File: src/rtl/mult_booth.sv
`default_nettype none
// ---------------------------------------------------------------------------
// mult_booth : sequential signed 32x32 radix-2 Booth multiplier, 64-bit HI/LO
// Revision   : 1.0
// ---------------------------------------------------------------------------
module mult_booth (
  input  logic        clk,
  input  logic        reset,
  input  logic        start,
  input  logic [31:0] operand_a,
  input  logic [31:0] operand_b,
  output logic        busy,
  output logic        done,
  output logic [31:0] hi,
  output logic [31:0] lo
);

  typedef enum logic [0:0] {
    IDLE = 1'b0,
    RUN  = 1'b1
  } state_t;

  state_t      state;
  logic [32:0] acc;
  logic [32:0] mcand;
  logic [31:0] mplier;
  logic        q_m1;
  logic [4:0]  count;

  logic [32:0] sum;
  logic [32:0] acc_nxt;
  logic [31:0] mplier_nxt;

  // 33-bit accumulator keeps -M representable when M = -2^31.
  always_comb begin
    sum = acc;
    case ({mplier[0], q_m1})
      2'b01:   sum = acc + mcand;
      2'b10:   sum = acc - mcand;
      default: sum = acc;
    endcase
  end

  assign acc_nxt    = {sum[32], sum[32:1]};
  assign mplier_nxt = {sum[0], mplier[31:1]};

  always_ff @(posedge clk) begin
    if (reset) begin
      state  <= IDLE;
      acc    <= '0;
      mcand  <= '0;
      mplier <= '0;
      q_m1   <= 1'b0;
      count  <= '0;
      busy   <= 1'b0;
      done   <= 1'b0;
      hi     <= '0;
      lo     <= '0;
    end else begin
      done <= 1'b0;
      case (state)
        IDLE: begin
          if (start) begin
            mcand  <= {operand_a[31], operand_a};
            mplier <= operand_b;
            acc    <= '0;
            q_m1   <= 1'b0;
            count  <= '0;
            busy   <= 1'b1;
            state  <= RUN;
          end
        end
        RUN: begin
          acc    <= acc_nxt;
          mplier <= mplier_nxt;
          q_m1   <= mplier[0];
          count  <= count + 5'd1;
          // Last iteration: publish the post-shift product.
          if (count == 5'd31) begin
            hi    <= acc_nxt[31:0];
            lo    <= mplier_nxt;
            done  <= 1'b1;
            busy  <= 1'b0;
            state <= IDLE;
          end
        end
        default: state <= IDLE;
      endcase
    end
  end

endmodule
`default_nettype wire

File: config.mk
export PLATFORM = sky130hd
export DESIGN_NAME = mult_booth
export DESIGN_NICKNAME = d
export VERILOG_FILES = /design/src/rtl/mult_booth.sv
export SDC_FILE = /design/constraint.sdc
export NUM_CORES = 1
export LEC_CHECK = 0
export ABC_AREA = 1
export CORE_ASPECT_RATIO = 1.1
export CORE_MARGIN = 4
export CORE_UTILIZATION = 50
export CTS_CLUSTER_DIAMETER = 50
export DETAILED_ROUTE_END_ITERATION = 12
export MAX_ROUTING_LAYER = met4
export PLACE_DENSITY = 0.77
export SLEW_MARGIN = 5
export SYNTH_ARGS = -nofsm -noshare
export SYNTH_HDL_FRONTEND = slang
export SYNTH_SLANG_ARGS = --single-unit
File: constraint.sdc
create_clock -name clk -period 4.23 [get_ports clk]
set_clock_uncertainty 0.1 [all_clocks]
set_input_delay 0.423 -clock clk [delete_from_list [all_inputs] [get_ports clk]]
set_output_delay 0.423 -clock clk [all_outputs]
set_load 0.05 [all_outputs]
* After elaboration in Yosys (flattened, before gate mapping)
Cells that the tools add are included.
** Cells by class
- Add/subtract/negate cells :: 3
- Equal/unequal tests :: 5
- Multiplexer cells :: 16
- Bitwise logic cells :: 1
- Reduce and logical (&&, ||, !) cells :: 4
** Operators with widths (count)
- 33-bit one-hot mux with 2 select lines :: 2
- 32-bit one-hot mux with 2 select lines :: 1
- 33-bit adder :: 1
- 33-bit 2-to-1 mux :: 1
- 33-bit subtractor :: 1
- 32-bit 2-to-1 mux :: 1
- 5-bit one-hot mux with 2 select lines :: 1
- 1-bit 2-to-1 mux :: 6
- 1-bit one-hot mux with 2 select lines :: 3
- 2-bit AND reduction :: 3
- 5-bit by 1-bit adder with 5-bit output (second input constant) :: 1
- 5-bit equality test (second input constant) :: 1
- 5-bit 2-to-1 mux :: 1
- 2-bit by 1-bit equality test with 1-bit output (second input constant) :: 1
- 2-bit equality test (second input constant) :: 1
- 2-bit by 1-bit inequality test with 1-bit output (second input constant) :: 1
- 2-bit inequality test (second input constant) :: 1
- 2-bit OR reduction :: 1
- 1-bit inverter :: 1
** Storage, ports and cells
- Register bits after elaboration :: 170
- Input bits :: 67
- Output and inout bits :: 66
- Logic and storage cells :: 39

* Depth between registers and ports, before layout
- Depth after elaboration :: 3
- Mapped depth :: 25
- Gate-level depth less buffers :: 25

* Worst setup path before layout
No wires, ideal clock.
- Kind :: register to register
- From :: reg q_m1
- To :: reg acc[9]
- Library setup time :: 68 ps
- Arrival :: 2738 ps
- Required time :: 4062 ps
- Slack :: 1324 ps
- Cell stages (with the launch flop) :: 23
- Buffers on the path :: 2
- Clock period less this slack :: 2906 ps
- Cell sequence :: dfxtp_1 inv_1 ha_1 buf_2 inv_1 clkbuf_1 nand2_1 xor2_1 inv_1 ha_1 or2_1 and2_4 nand2_2 nand2_2 nand2_2 nand2_2 nand2_1 inv_1 o21ai_1 o21ai_1 inv_1 nand2_1 a21oi_2
** Between the ends
- Word-level cells in the longest chain between the ends :: 3
- Elaborated cells between the ends (all ways) :: 4
- Those cells by class :: 2 x eq/ne; 2 x mux
** Ends and longest elaborated chain
- start: declaration :: RTL line 27 : logic q_m1;
- start signal: assignment :: RTL line 76 : q_m1 <= mplier[0];
- 2-bit equality test / 2-bit by 1-bit equality test with 1-bit output (equally long branches) :: RTL line 37 : case ({mplier[0], q_m1})
- 33-bit one-hot mux with 2 select lines (*) :: RTL line 37
- 33-bit one-hot mux with 2 select lines (*) :: RTL line 61 : case (state)
- end signal: assignment :: RTL line 74 : acc <= acc_nxt;
- end: declaration :: RTL line 24 : logic [32:0] acc;
Mark *: on every way between the ends. The rest lies on a longest branch, timed or not.
A chain may end at the register's enable or synchronous reset.

* Worst setup path in the final report
- From :: reg mcand[0]
- To :: reg acc[30]
** Between the ends
- Word-level cells in the longest chain between the ends :: 3
- Elaborated cells between the ends (all ways) :: 4
- Those cells by class :: 2 x add/sub; 2 x mux
** Ends and longest elaborated chain
- start: declaration :: RTL line 25 : logic [32:0] mcand;
- start signal: assignment :: RTL line 64 : mcand <= {operand_a[31], operand_a};
- 33-bit subtractor / 33-bit adder (equally long branches) :: RTL line 39, 38
- 33-bit one-hot mux with 2 select lines (*) :: RTL line 37
- 33-bit one-hot mux with 2 select lines (*) :: RTL line 61
Marked as above.

==> run metrics <==
WP buf/inv=1; post-cts resize count=0; Antenna Violating Nets Remaining=0; RSZ-0062 raised after global routing=false; initial antenna violation count=0; terminating pin of the worst hold path=hi[31]$_SDFFE_PP0P_; share of cells above drive strength 1=0.0716; drt drc=0; Clock transition at path regs=around 0.070 ns; CP cell instances=inv_1, ha_1, nand2_1, nor2_4, a21oi_1, nor2_1, o21ai_2, nor2_4, xor2_1, ha_1, a21oi_1, a21boi_0, nand2_1, a21oi_1, nand2_1, nand2_1, nand3_1, nand2_1, nand2_1, a21oi_1; netlist area before placement=roughly 9400 µm²; drt via density=about 5.2; Root Buffer Master=clkbuf_16; Starting Density=0.511; Worst Setup Slack, final=0.581 ns; final std cells w/o fill=between 1500 and 2000; final worst path period share=0.863; first-pass detailed-route iteration total=5; number of buffers inserted to repair setup after CTS=0; maximum vdd ir drop=roughly 0.00028 V; final count of hold timing violations=0; synth-to-layout area growth=22.2%; cell depth of the worst min-delay path=2; maxcap violations=0; half-perimeter wire length of the detailed placement result=around 20 mm; post-route total power=between 4 and 5 mW; Crit path required time=roughly 4.5 ns; dominant register cell in the synthesized netlist=dfxtp_1; clock latency of the later-clocked register in the worst-skew pair=roughly 0.43 ns; longest individual stage delay on the worst path=around 0.36 ns; Iteration-0 DRC Markers=just under 500; post-route minimum period=3.65 ns; pre-CTS setup slack=roughly 0.60 ns; H-tree depth reported by CTS=4; routed wire length per instance=between 15 and 20 µm; diodes inserted=0; pin count of the biggest net entering global routing=between 60 and 70; Post-Syn Instances=~1400; Arrival @ worst endpoint=roughly 4 ns; buffers from clock root to sink, at most=2; most numerous cell on the critical path=nand2_1; sequential-to-total area share from yosys stat=0.358; routed vias=9300; top cells by area in the synthesized netlist=dfxtp_1 36%, nand2_1 17%, inv_1 6.6%; status=finished, final reports clean; GPL Wtd Cong=about 0.96; path type of the worst setup path=reg2reg; EDFF count, synth=0; floorplan die area=about 21000 µm²; core region area=between 15000 and 20000 µm²; syn avg cell area=approximately 6.6 µm²; overall routed net length=about 27 mm; worst hold path startpoint=hi[31]$_SDFFE_PP0P_; CP Capture Type=flip-flop; origin of the critical flop-to-flop path=mcand[0]$_SDFFE_PP0P_; first-pass GRT wire length=44.9 mm; TritonCTS clock tree=built; Async SR Flop Fraction=0; net count after synthesis=around 1500; number of cells on the worst reg-to-reg path=20; worst slew pin tran=between 0.9 and 1 ns; count of input and output buffers=132; # IOs=133; fraction of post-synthesis cell area in the top cell type by area=0.358; register bit total from synthesis=approximately 170; Core Rows=52; final core utilization=0.625; die extent in y=between 150 and 200 µm; Syn. warnings=0; horizontal die dimension=~140 µm; final setup violating endpoints=0; Final #Nets=between 1500 and 2000; quantity of hold-fixing buffers added after cts=0; worst-path maximum fanout=5; capture point of the worst reg-to-reg path=acc[30]$_SDFFE_PP0P_; number of placed instances with taps included=~1800; number of distinct standard cells referenced by the synthesized netlist=just under 50; number of CTS-inserted buffers=17; static power due to leakage=around 5.2 nW; TNS Setup=0 ns; library cell with the largest summed area after synthesis=dfxtp_1; Slew HR=0.350; Hold Path Class=reg2reg; number of sinks on the clock net=between 150 and 200; vias in the first global route=between 9000 and 10000; Largest delay share family, worst path=simple AND/OR/NAND/NOR gates; most common library cell in the layout ignoring fill and taps=nand2_1; Pins Over Slew Limit=0; leading cell types in the layout, fill and taps excluded=426 x nand2_1, 169 x dfxtp_1, 166 x inv_1, 147 x nor2_1, 132 x clkdlybuf4s50_1; fmax=~270 MHz; Total Routing Usage GR=0.263; global route total overflow=0; Pwr Density=roughly 350 nW/µm²; slowest library cell on the worst path=ha_1; setup slack, reg-to-reg=0.58 ns; Critical Path Source Type=flip-flop
[area by class of cell]
class | count | area (µm²)
inverter | 180 | 676
clock buffer | 18 | 429
multi-input combinational | 1027 | 5180
timing repair buffer | 143 | 1400
sequential | 169 | 3380
fill | 1775 | 6930
clock inverter | 14 | 168
tap | 243 | 304
[report_power, final]
part	total, mW	internal (mW)	switching (mW)
combinational	0.777	0.291	0.486
clock	1.58	0.801	0.783
sequential	1.70	1.64	0.0530
total	4.06	2.74	1.32
[kinds of logic (layout without fill, tap and decap cells)]
logic type / after synthesis / in the layout / share of synthesized area
adder cells (fa/ha/maj): 37 / 37 / 0.0498
flip-flops: 169 / 169 / 0.358
AND/OR/NAND/NOR: 716 / 716 / 0.318
XOR/XNOR: 34 / 34 / 0.0315
buffers and inverters: 234 / 355 / 0.0950
AO/OA/AOI/OAI: 240 / 240 / 0.148
[per-stage QoR]
step | area (µm²) | hold WS, ns
CTS | 11500 | 0.356
floorplan | 9450 | 0.328
detailed placement | 10900 | 0.341
global placement | 10900 | 0.337
finish | 11500 | 0.352
global route | 11500 | 0.367
[routing by layer]
| metal | global-route usage | share of wire | vias to the layer above | wire [µm] |
|---|---|---|---|---|
| met3 | 0.0543 | 0.055 | 37 | 1490 |
| met4 | 0.0853 | 0.021 | 0 | 561 |
| met1 | 0.308 | 0.43 | 4276 | 11900 |
| met5 | - | 0 | - | 0 |
| li1 | - | - | 4759 | - |
| met2 | 0.452 | 0.49 | 228 | 13400 |
[sequential cells by signal, indices dropped and copies added (netlist names)]
name / cells
hi: 32
lo: 32
mplier: 32
count: 5
q_m1: 1
state: 1
busy: 1
acc: 32
done: 1
mcand: 32
[synthesized netlist by cell type (2+ instances only)]
cell / number
nand3b_1: 8
inv_2: 12
or2_2: 10
o21bai_1: 10
nand2_1: 426
buf_1: 5
or2_1: 6
a2bb2oi_1: 2
xor2_1: 19
o21ai_2: 2
nor2_4: 2
inv_1: 166
nand4_1: 3
nand2_2: 22
a21oi_2: 8
o21ai_1: 13
buf_4: 2
clkbuf_1: 38
nor2_2: 3
nor3_2: 3
nor2_1: 149
xnor2_1: 15
dfxtp_1: 169
clkinv_1: 2
nand3_1: 68
o221ai_1: 16
o21ai_0: 93
ha_1: 36
a21oi_1: 74
o22ai_1: 4
o211ai_1: 4
nor3_1: 9
buf_2: 9
a22o_1: 7
[worst register-to-register path: stages, from the launching register on]
cell      delay, ns
dfxtp_1        0.32
inv_1          0.11
ha_1           0.19
nand2_1        0.11
nor2_4         0.17
a21oi_1        0.11
nor2_1         0.19
o21ai_2        0.12
nor2_4         0.13
xor2_1         0.30
ha_1           0.36
a21oi_1        0.23
a21boi_0       0.28
nand2_1        0.14
a21oi_1        0.18
nand2_1        0.08
nand2_1        0.05
nand3_1        0.10
nand2_1        0.13
nand2_1        0.06
a21oi_1        0.12
[how the worst max path moves through the flow]
stage	start	end	slack, ns	depth (start not counted)
floorplan	q_m1$_SDFFE_PP0P_	acc[9]$_SDFFE_PP0P_	1.32	22
global placement	mcand[0]$_SDFFE_PP0P_	acc[30]$_SDFFE_PP0P_	0.60	20
detailed placement	mcand[0]$_SDFFE_PP0P_	acc[30]$_SDFFE_PP0P_	0.60	20
CTS	mcand[0]$_SDFFE_PP0P_	acc[30]$_SDFFE_PP0P_	0.58	20
global route	mcand[0]$_SDFFE_PP0P_	acc[30]$_SDFFE_PP0P_	0.27	20
finish	mcand[0]$_SDFFE_PP0P_	acc[30]$_SDFFE_PP0P_	0.58	20
Power figures use the tool's default switching activity.
